==> src/rtl/uart_tx_pkg.sv <==
// Shared types and timing helpers for the buffered 8N1 UART transmitter.
package uart_tx_pkg;

    typedef enum logic [1:0] {
        IDLE,
        START,
        DATA,
        STOP
    } tx_state_t;

    // Clock cycles per UART symbol (integer truncation).
    function automatic int symbol_edge_time(input longint clock_freq, input longint baud_rate);
        return int'(clock_freq / baud_rate);
    endfunction

    function automatic int cnt_width(input int set);
        return $clog2(set);
    endfunction

    localparam int DEFAULT_SET   = symbol_edge_time(50_000_000, 115200);
    localparam int DEFAULT_CNT_W = $clog2(DEFAULT_SET);

endpackage

==> src/rtl/sync_fifo.sv <==
// Single-clock FIFO with show-ahead head read; pointers wrap modulo DEPTH.
module sync_fifo #(
    parameter int WIDTH = 8,
    parameter int DEPTH = 8
) (
    input  logic                     clk,
    input  logic                     reset,
    input  logic                     push,
    input  logic                     pop,
    input  logic [WIDTH-1:0]         din,
    output logic [WIDTH-1:0]         dout,
    output logic                     full,
    output logic                     empty,
    output logic [$clog2(DEPTH):0]   count
);
    localparam int AW = $clog2(DEPTH);

    logic [WIDTH-1:0] mem [DEPTH];
    logic [AW-1:0]    wr_ptr;
    logic [AW-1:0]    rd_ptr;
    logic             do_push;
    logic             do_pop;

    assign full    = (count == (AW+1)'(DEPTH));
    assign empty   = (count == '0);
    assign do_push = push && !full;
    assign do_pop  = pop && !empty;
    assign dout    = mem[rd_ptr];

    always_ff @(posedge clk) begin
        if (do_push)
            mem[wr_ptr] <= din;
    end

    always_ff @(posedge clk) begin
        if (reset) begin
            wr_ptr <= '0;
            rd_ptr <= '0;
            count  <= '0;
        end else begin
            if (do_push)
                wr_ptr <= wr_ptr + 1'b1;
            if (do_pop)
                rd_ptr <= rd_ptr + 1'b1;
            case ({do_push, do_pop})
                2'b10:   count <= count + 1'b1;
                2'b01:   count <= count - 1'b1;
                default: count <= count;
            endcase
        end
    end

endmodule

==> src/rtl/buffered_uart_transmitter.sv <==
// 8N1 UART transmitter fed from a byte FIFO; back-to-back frames when data is queued.
module buffered_uart_transmitter
    import uart_tx_pkg::*;
#(
    parameter int CLOCK_FREQ = 50_000_000,
    parameter int BAUD_RATE  = 115200,
    parameter int FIFO_DEPTH = 8
) (
    input  logic                          clk,
    input  logic                          reset,
    input  logic [7:0]                    data_in,
    input  logic                          data_in_valid,
    output logic                          data_in_ready,
    output logic                          serial_out,
    output logic [$clog2(FIFO_DEPTH):0]   fifo_count,
    output logic                          tx_busy
);
    localparam int SET   = symbol_edge_time(CLOCK_FREQ, BAUD_RATE);
    localparam int CNT_W = cnt_width(SET);
    localparam logic [CNT_W-1:0] LAST = CNT_W'(SET - 1);

    tx_state_t        state;
    logic [CNT_W-1:0] cyc;
    logic [2:0]       bit_idx;
    logic [7:0]       shift;
    logic             line;

    logic [7:0]       fifo_dout;
    logic             fifo_full;
    logic             fifo_empty;
    logic             push;
    logic             pop;
    logic             sym_end;

    assign sym_end       = (cyc == LAST);
    assign data_in_ready = !fifo_full;
    assign push          = data_in_valid && data_in_ready;
    // Pop only from registered state, so the line never sees the input path.
    assign pop           = !fifo_empty && ((state == IDLE) || (state == STOP && sym_end));
    assign serial_out    = line;
    assign tx_busy       = (state != IDLE) || !fifo_empty;

    sync_fifo #(
        .WIDTH (8),
        .DEPTH (FIFO_DEPTH)
    ) u_fifo (
        .clk   (clk),
        .reset (reset),
        .push  (push),
        .pop   (pop),
        .din   (data_in),
        .dout  (fifo_dout),
        .full  (fifo_full),
        .empty (fifo_empty),
        .count (fifo_count)
    );

    always_ff @(posedge clk) begin
        if (reset) begin
            state   <= IDLE;
            cyc     <= '0;
            bit_idx <= '0;
            shift   <= '0;
            line    <= 1'b1;
        end else begin
            case (state)
                IDLE: begin
                    line <= 1'b1;
                    if (pop) begin
                        shift <= fifo_dout;
                        cyc   <= '0;
                        line  <= 1'b0;
                        state <= START;
                    end
                end
                START: begin
                    if (sym_end) begin
                        cyc     <= '0;
                        bit_idx <= '0;
                        line    <= shift[0];
                        state   <= DATA;
                    end else begin
                        cyc <= cyc + 1'b1;
                    end
                end
                DATA: begin
                    if (sym_end) begin
                        cyc <= '0;
                        if (bit_idx == 3'd7) begin
                            line  <= 1'b1;
                            state <= STOP;
                        end else begin
                            bit_idx <= bit_idx + 1'b1;
                            shift   <= {1'b0, shift[7:1]};
                            line    <= shift[1];
                        end
                    end else begin
                        cyc <= cyc + 1'b1;
                    end
                end
                STOP: begin
                    if (sym_end) begin
                        cyc <= '0;
                        if (pop) begin
                            shift <= fifo_dout;
                            line  <= 1'b0;
                            state <= START;
                        end else begin
                            line  <= 1'b1;
                            state <= IDLE;
                        end
                    end else begin
                        cyc <= cyc + 1'b1;
                    end
                end
                default: begin
                    line  <= 1'b1;
                    state <= IDLE;
                end
            endcase
        end
    end

endmodule

==> config.mk <==
export PLATFORM = sky130hd
export DESIGN_NAME = buffered_uart_transmitter
export DESIGN_NICKNAME = d
export VERILOG_FILES = /design/src/rtl/uart_tx_pkg.sv /design/src/rtl/sync_fifo.sv /design/src/rtl/buffered_uart_transmitter.sv
export SDC_FILE = /design/constraint.sdc
export NUM_CORES = 1
export LEC_CHECK = 0
export BUFFER_PORTS_ARGS = -buffer_cell sky130_fd_sc_hd__buf_2
export CORE_MARGIN = 2
export CORE_UTILIZATION = 55
export DETAILED_ROUTE_END_ITERATION = 7
export GPL_ROUTABILITY_DRIVEN = 0
export PLACE_DENSITY = 0.74
export SYNTH_ARGS = -nofsm -noshare
export SYNTH_HDL_FRONTEND = slang
export SYNTH_HIERARCHICAL = 1
export SYNTH_SLANG_ARGS = --single-unit
==> constraint.sdc <==
create_clock -name clk -period 3.2 [get_ports clk]
set_input_delay 0 -clock clk [delete_from_list [all_inputs] [get_ports clk]]
set_output_delay 0 -clock clk [all_outputs]
set_load 0.1 [all_outputs]
# == After elaboration in Yosys (flattened, before gate mapping) ==
# Memory sizes are Yosys's and may differ from the RTL's. A register that Yosys moved wholly into a read port is not among the register bits.
# Cells that the tools add are included.
# op_classes
n_reduce_logical,20
muxes,30
addsub,6
magnitude_cmp,0
n_shift,0
n_eq_ne,14
div_mod_pow,0
n_mul,0
bitwise_logic,0
# ops
operator,n
two-way mux 8 bit,4
one-hot mux 8 bit (3 select lines),1
two-way mux 9 bit,2
one-hot mux 9 bit (2 select lines),1
two-way mux 3 bit,5
two-way mux 2 bit,5
"inequality test 2 bit, second input constant",5
"adder 3 x 1 -> 3 bit, second input constant",3
"adder 9 x 1 -> 9 bit, second input constant",1
"== test 9 bit, second input constant",1
two-way mux 1 bit,8
one-hot mux 2 bit (4 select lines),1
one-hot mux 4 bit (2 select lines),1
AND reduction 4 bit,2
"== test 2 bit, second input constant",3
one-hot mux 3 bit (2 select lines),1
nonzero test 2 bit,3
logical AND 1 bit,5
AND reduction 5 bit,1
"adder 4 x 1 -> 4 bit, second input constant",1
"== test 2 x 1 -> 1 bit, second input constant",2
"== test 4 bit, second input constant",1
zero test 4 bit,1
one-hot mux 1 bit (4 select lines),1
9 further kinds,11
# word_totals
mem_count,1
wordCells,79
ram_bits,64
rom_bits,0
inputBits,11
ff_bits,33
latchBits,0
output_inout_bits,7
# mem_list
memory,depth,word_bits,rd,rd_clocked_by_memory_dff,wr,line_no,text
u_fifo.mem,8,8,1,1,1,sync_fifo.sv:18,logic [WIDTH-1:0] mem [DEPTH];

# == Longest topological paths before layout ==
# Gate-level depths: netlist (run 1).
# depth
ltp_word,7
ltp_mapped,14
depth_no_buf,13

# == By module ==
# Netlist (run 1), hierarchy kept.
# modules_own_cells
module,area_per_inst_um2,seq_area_each_um2,n_inst,cells_each
sync_fifo,3126.7,2182.1,1,167
buffered_uart_transmitter,1411.4,460.4,1,159

# == Worst setup path before layout (run 1) ==
# OpenSTA, ideal clock, no wires.
# synth_path
kind,register to register
startpoint,register u_fifo.count[3]
endpoint,register u_fifo.count[3]
path_stages_with_launch,9
t_required_ns,3.079
path_buffers,0
arrival_ns,2.984
setup_time_ns,0.121
slack_ns,0.096
path_cell_list,dfxtp_1 > or4b_4 > inv_1 > nor2b_1 > nand2_1 > ha_1 > or3_1 > o32ai_1 > mux2_2
# synth_between
elab_chain_len,6
elab_cells_between_ends,14
classes_between,add/sub: 2; eq/ne: 3; mux: 1; reduce/logical: 8
# synth_rtl
item,line_no,text
start: declaration,sync_fifo.sv:14,output logic [$clog2(DEPTH):0] count
start signal: assignment,sync_fifo.sv:46,2'b10: count <= count + 1'b1;
start signal: assignment,sync_fifo.sv:47,2'b01: count <= count - 1'b1;
start signal: assignment,sync_fifo.sv:48,default: count <= count;
== test 4 bit (*),sync_fifo.sv:24,assign full = (count == (AW+1)'(DEPTH));
net fifo_full,buffered_uart_transmitter.sv:29,logic fifo_full;
zero test 1 bit (*),buffered_uart_transmitter.sv:36,assign data_in_ready = !fifo_full;
logical AND 1 bit (*),buffered_uart_transmitter.sv:37,assign push = data_in_valid && data_in_ready;
net push,buffered_uart_transmitter.sv:31,logic push;
logical AND 1 bit (*),sync_fifo.sv:26,assign do_push = push && !full;
== test 2 x 1 -> 1 bit or == test 2 bit (tied branches),sync_fifo.sv:45,"case ({do_push, do_pop})"
one-hot mux 4 bit (2 select lines) or nonzero test 2 bit (tied branches),-,
# The timed path passes the listed nets; every way through them passes the cells marked *.
# A chain may end at the register's enable or synchronous reset.

# == Worst setup path after layout (run 1) ==
# layout_path
startpoint,register cyc[1]
endpoint,register u_fifo.count[3]
# layout_between
elab_chain_len,7
elab_cells_between_ends,9
classes_between,eq/ne: 3; mux: 1; reduce/logical: 5
# layout_rtl
item,line_no,text
start: declaration,buffered_uart_transmitter.sv:23,logic [CNT_W-1:0] cyc;
start signal: assignment,buffered_uart_transmitter.sv:83,cyc <= cyc + 1'b1;
start signal: assignment,buffered_uart_transmitter.sv:98,cyc <= cyc + 1'b1;
start signal: assignment,buffered_uart_transmitter.sv:113,cyc <= cyc + 1'b1;
== test 9 bit (*),buffered_uart_transmitter.sv:35,assign sym_end = (cyc == LAST);
logical AND 1 bit (*),buffered_uart_transmitter.sv:39,assign pop = !fifo_empty && ((state == IDLE) || (state == STOP && sym_end));
logical OR 1 bit (*),buffered_uart_transmitter.sv:39,
logical AND 1 bit (*),buffered_uart_transmitter.sv:39,
net pop,buffered_uart_transmitter.sv:32,logic pop;
logical AND 1 bit (*),sync_fifo.sv:27,assign do_pop = pop && !empty;
net u_fifo.do_pop,sync_fifo.sv:22,logic do_pop;
== test 2 x 1 -> 1 bit or == test 2 bit (tied branches),sync_fifo.sv:45,
one-hot mux 4 bit (2 select lines) or nonzero test 2 bit (tied branches),-,
# Marks and branches as above.

==> reports/summary.txt, run 1 <==
Fin Hold WS: 0.0610 ns
core area: 0.00809 mm2
wl on met1: 3560 um
IO Pins: 18
hold path depth: 4
DR WL/cell: 16.8 um
top cells by area, synth: edfxtp_1, dfxtp_1, mux4_1
Critical Path Start: cyc[1]
Skew-Pair Late Insertion Delay: 0.37 ns
Die X: 94.8 um
Pre-antenna DRT Iters: 4
crit path max fanout: 9
Synthesized Nets: 351
Highest Signal Layer: met4
setup ws final: 0.166 ns
fin nets: 383
Starting DRT DRC Count: 119
Final Critical Period: 3.03 ns
area leader, netlist: edfxtp_1
Synth Cell Area: 0.00454 mm2
Root Driver: clkbuf_8
routed vias/inst: 5.77
Reg clk slew, reported paths: 0.11 ns
unique cell type count in the Yosys netlist: 54
CTS tree: built
R2R cell count: 11
Relative slew margins: 56.2%
pwr dens: 810 mW/mm2
remaining antenna violation count: 0
post-synthesis compound-gate area fraction: 7.69%
PortBufs: 17
Num Clock Sinks: 100
Synth Flop Type: edfxtp_1
number of flops mapped to enable cells by yosys: 64
pre-CTS WS: 0.237 ns
# DRC: 0
critical path type: reg2reg
Synth Warn #: 6
total area of sequential cells: 0.00264 mm2
total power: 0.00407 W
Synth Area in Simple Gates: 10.1%
Req. time, crit path: 3.48 ns
Startpoint Class: flip-flop
Fin Clk Skew: 0.0215 ns
Hold Crit Start: data_in_valid
Leak: 1.81 nW
cell count after synthesis: 326
vias in the first global route: 2544
flops & latches, synth: 100
clock buffer depth: 2
CP Data Arrival Time: 3.31 ns
footprint of the multi-input gates: 0.00174 mm2
mux contribution to synthesized area: 15.6%
met3 wire length: 177 um
Num CTS Buffers: 9
global-route wire length before repair: 12700 um
final setup vio count: 0
H-tree Lvls: 3
critical path endpoint category: flip-flop
layout cells sized above 1: 20.9%
Slew @ Worst Pin: 0.655 ns
full die area: 0.00899 mm2
antenna diode count: 0
Seq/Total Area, Yosys: 58.2%
asr flop ratio synth: 0%
Max Clk Rate: 330 MHz
Final Hold Viols: 0
Peak VDD IR: 0.000477 V
Post-DP HPWL: 5190 um
initial core utilization: 56.1%
vias: 2700
initial antenna violation count: 0
Post-Synth XOR/XNOR Area: 1.16%
Max Cap Violations: 0
row count: 33
largest family of logic cells by synthesized area: multiplexers
Layout area overhead: 10.6%
Synth Area in Adders: 3.86%
RR Startpoint: cyc[1]
syn_area_per_cell: 13.9 um2
GRT overflow: 0
final period utilization: 94.8%
Die Ht: 94.8 um
# fillers: 653
worst hold path type: in2reg
final WL: 7860 um
largest net degree at the start of global routing: 29
post-synth top area share: 42.3%
routed length on met2: 4010 um
run status: complete, no violations
Final Max Tran Viols: 0
Overall Global Routing Usage: 19.1%
## final timing paths
kind | end | slack (ns)
hold reg to reg | shift[3] | 0.47
setup reg to reg | u_fifo/count[3] | 0.17
setup / recovery | u_fifo/count[3] | 0.17
hold / removal | u_fifo/wr_ptr[1] | 0.06
## flip-flops by register name, indices dropped and copies added, names as in the netlist, named ones only
signal         flops
serial_out         1
shift              8
state              2
u_fifo/rd_ptr      3
bit_idx            3
u_fifo/mem        64
u_fifo/count       4
u_fifo/wr_ptr      3
cyc                9
## kinds of logic after synthesis
kind of cell,Yosys count
flops,100
fa+ha+maj,14
mux,43
compound gates,46
simple gates,91
xor+xnor,6
buf+inv,26
## cell usage in the layout, fill, tap and decap left out, drive strengths merged, types with 2 or more instances in the layout
| cell type | count |
|---|---|
| nor3 | 4 |
| or3 | 2 |
| clkbuf | 9 |
| inv | 13 |
| dfxtp | 36 |
| xor2 | 5 |
| o21ai | 5 |
| nor4b | 2 |
| dlygate4sd3 | 8 |
| edfxtp | 64 |
| nor2 | 23 |
| buf | 29 |
| a31oi | 4 |
| a41oi | 2 |
| a22oi | 2 |
| a21oi | 13 |
| ha | 14 |
| nand2 | 31 |
| mux2i | 10 |
| nand2b | 4 |
| a311oi | 7 |
| mux2 | 17 |
| or2 | 2 |
| a22o | 3 |
| nor4 | 3 |
| nand3b | 2 |
| clkinv | 4 |
| nor2b | 6 |
| mux4 | 16 |
| a31o | 2 |
| nand3 | 7 |
## power by group
group	switching (W)	internal (W)	leakage, nW
clock network	0.000491	0.000315	0.105
registers	0.000126	0.00155	0.874
logic	0.000997	0.000589	0.827
## layer usage
metal	GRT usage, %	vias up
met5	0	-
met4	6.88	0
met3	4.31	7
met2	32.0	35
met1	24.5	1349
li1	-	1309
## area by class of cell
class | instances | share of cell area, %
clock buffer | 9 | 2.47
clock inverter | 7 | 1.72
multi-input combinational | 200 | 34.7
tap | 105 | 2.62
timing repair buffer | 37 | 5.08
sequential | 100 | 52.6
inverter | 10 | 0.748
## synth_stat cells (all sizes together) (2+ instances only)
| cell type | count |
|---|---|
| edfxtp | 64 |
| dfxtp | 36 |
| nand2 | 31 |
| nor2 | 23 |
| mux2 | 17 |
| mux4 | 16 |
| ha | 14 |
| a21oi | 13 |
| buf | 10 |
| inv | 10 |
| mux2i | 10 |
| a311oi | 7 |
| nand3 | 7 |
| clkbuf | 6 |
| nor2b | 6 |
| o21ai | 5 |
| xor2 | 5 |
| a31oi | 4 |
| nand2b | 4 |
| nor3 | 4 |
| a22o | 3 |
| nor4 | 3 |
| a22oi | 2 |
| a31o | 2 |
| a41oi | 2 |
| nand3b | 2 |
| nor4b | 2 |
| or2 | 2 |
| or3 | 2 |
## critical path, stage by stage (launching register included)
cell,delay [ns]
dfxtp_1,0.43
inv_1,0.07
ha_1,0.17
and4b_2,0.32
a31oi_1,0.27
nor2_1,0.07
o41a_1,0.17
buf_4,0.18
ha_1,0.35
or3_1,0.39
o32ai_1,0.16
mux2_2,0.36
## timing repair
item,in CTS,in global routing
gates resized for setup,0,1
endpoints found under the setup margin,0,2
setup buffers,0,1
hold buffers,8,0
endpoints found under the hold margin,64,0
## metrics by stage
stage          cell area [um2]  setup TNS [ns]  utilization (%)  std cells
3_5_place_dp              4720               0             58.3        443
3_3_place_gp              4720               0             58.3        443
2_1_floorplan             4540               0                -        326
5_1_grt                   5020        -0.00160             62.0        468
4_1_cts                   5010               0             61.9        467
6_report                  5020               0             62.0        468
Power figures use the tool's default switching activity.
==> run 2: changes to the inputs <==
Settings changed: PLACE_DENSITY 0.74 to 0.77.
Clock period 3.2 ns to 2.65 ns, I/O delays scaled along.
==> reports/summary.txt, run 2 (synthesis results as in run 1) <==
switching pwr: 0.00200 W (+24%)
most frequent cells in the layout: edfxtp_1, dfxtp_1, nand2_1
Starting DRT DRC Count: 102 (-14%)
placed insts: 452 (+2.0%)
max reg flops: 64 (unchanged)
vias: 2772 (+2.7%)
vias in the first global route: 2574 (+1.2%)
Req. time, crit path: 2.95 ns (-0.53 ns)
Post-DP HPWL: 5140 um (-0.97%)
Fin Clk Skew: 0.0117 ns (-0.00987 ns)
Die X: 94.8 um (unchanged)
routed vias/inst: 5.80 (+0.52%)
antenna diode count: 0 (unchanged)
final setup vio count: 0 (unchanged)
Root Driver: clkbuf_8
Peak VDD IR: 0.000581 V (+22%)
Reg clk slew, reported paths: 0.11 ns (about the same)
core area: 0.00809 mm2 (unchanged)
Max Clk Rate: 393 MHz (+19%)
Overall Global Routing Usage: 18.8% (-0.28 points)
Slew @ Worst Pin: 0.665 ns (+0.00971 ns)
Final Critical Period: 2.54 ns (-0.491 ns)
largest register by flop count: u_fifo/mem
initial core utilization: 56.1% (unchanged)
full die area: 0.00899 mm2 (unchanged)
Worst Hold End: u_fifo/wr_ptr[1]
Sequential Power Share: 40.2% (-1.0 points)
Num CTS Buffers: 9 (unchanged)
R2R cell count: 13 (+2)
critical path type: reg2reg
PortBufs: 17 (unchanged)
final period utilization: 96.0% (+1.2 points)
Leak: 1.86 nW (+3.2%)
combinational group share of total power: 40.6% (+1.6 points)
CP Data Arrival Time: 2.84 ns (-0.47 ns)
FF-to-FF End: u_fifo/count[2]
Hold Crit Start: data_in_valid
Skew-Pair Late Insertion Delay: 0.36 ns (about the same)
met3 wire length: 269 um (+52%)
pwr dens: 984 mW/mm2 (+21%)
remaining antenna violation count: 0 (unchanged)
Relative slew margins: 55.6% (-0.65 points)
family with the most delay on the worst path: compound AO/OA/AOI/OAI gates
clock network power share: 19.2% (-0.6 points)
run status: complete, no violations
Levels on crit path: 13 (+2)
initial antenna violation count: 0 (unchanged)
total power: 0.00506 W (+24%)
Finished Core Util: 63.5% (+1.5 points)
r2r setup slk: 0.11 ns (-0.06 ns)
Num Clock Sinks: 100 (unchanged)
final std cells w/o fill: 478 (+2.1%)
# DRC: 0 (unchanged)
wl on met1: 3450 um (-3.1%)
routed length on met2: 4100 um (+2.2%)
clock buffer depth: 2 (unchanged)
Layout area overhead: 13.3%
CP cell instances: inv_1, ha_1, and4b_1, a31oi_2, nor2_1, o41a_1, ha_4, xor2_1, ha_1, a21oi_1, xor2_1, or3_1, a21oi_2
hold path depth: 4 (unchanged)
Critical Path Max Stage Delay: 0.34 ns (-0.09 ns)
Buf/Inv on CP: 1 (-1)
row count: 33 (unchanged)
RR Startpoint: cyc[1]
CTS tree: built
layout cells sized above 1: 25.5% (+4.5 points)
RSZ-0062 raised after global routing: true
Startpoint Class: flip-flop
Int Power: 0.00306 W (+25%)
slowest cell on the critical path: dfxtp_1
worst hold path type: in2reg
sw frac: 39.5% (-0.15 points)
Highest Signal Layer: met4
Top Registers: u_fifo/mem: 64 flops, cyc: 9 flops, shift: 8 flops
final WL: 7920 um (+0.76%)
H-tree Lvls: 3 (unchanged)
IO Pins: 18 (unchanged)
DR WL/cell: 16.6 um (-1.3%)
commonest non-fill, non-tap cell in the layout: edfxtp_1
Final Hold Viols: 0 (unchanged)
Max Cap Violations: 0 (unchanged)
Die Ht: 94.8 um (unchanged)
critical path endpoint category: flip-flop
global-route wire length before repair: 12700 um (-0.16%)
GRT overflow: 0 (unchanged)
Final Max Tran Viols: 0 (unchanged)
final setup TNS: 0 ns (unchanged)
crit path max fanout: 4 (-5)
fin nets: 393 (+2.6%)
Pre-antenna DRT Iters: 5 (+1)
largest net degree at the start of global routing: 29 (unchanged)
[run 2: metrics by stage]
stage	worst slack (ns)	hold WS, ns	instance area (um2)
2_1_floorplan	-0.0231	0.0989	4560
3_3_place_gp	0.182	0.262	4810
3_5_place_dp	0.0297	0.266	4810
4_1_cts	0.0306	0.0569	5100
5_1_grt	-0.0287	0.0970	5140
6_report	0.106	0.0828	5140
[run 2: power by group through the flow]
stage               Sequential (W)  Clock, W  Combinational (W)
finish                     0.00203  0.000970            0.00206
global route               0.00206   0.00107            0.00222
CTS                        0.00203   0.00100            0.00200
detailed placement         0.00207         0            0.00198
global placement           0.00205         0            0.00192
floorplan                  0.00226         0            0.00139
[run 2: cell type report]
type / count / area [um2]
well taps: 105 / 131
inverters: 10 / 37.5
clock inverters: 7 / 86.3
repair buffers: 47 / 330
clock buffers: 9 / 124
multi-input cells: 200 / 1770
flip-flops and latches: 100 / 2660
fillers: 614 / 2950
[run 2: worst max-delay path by stage]
stage | startpoint | end | slack, ns
2_1_floorplan | u_fifo/count[1] | u_fifo/count[3] | -0.02
3_3_place_gp | u_fifo/count[0] | u_fifo/count[2] | 0.18
3_5_place_dp | u_fifo/count[0] | u_fifo/count[2] | 0.03
4_1_cts | u_fifo/count[0] | u_fifo/count[2] | 0.03
5_1_grt | cyc[1] | u_fifo/count[2] | -0.03
6_report | cyc[1] | u_fifo/count[2] | 0.11
[run 2: tightest hold or removal path: stages]
cell and delay (ns):
buf_2 0.09, nor2b_1 0.16, nand3_1 0.09, a21oi_1 0.06
[run 2: layer usage]
metal | GRT usage [%] | vias up
met5 | 0 | -
met1 | 23.9 | 1378
met2 | 32.3 | 52
li1 | - | 1334
met4 | 5.07 | 0
met3 | 4.71 | 8
[run 2: timing repair]
item	4_1_cts	5_1_grt
endpoints found under the setup margin	0	2
hold buffers	8	0
buffers inserted	0	2
hold endpoints to repair	64	0
resized for setup	0	6
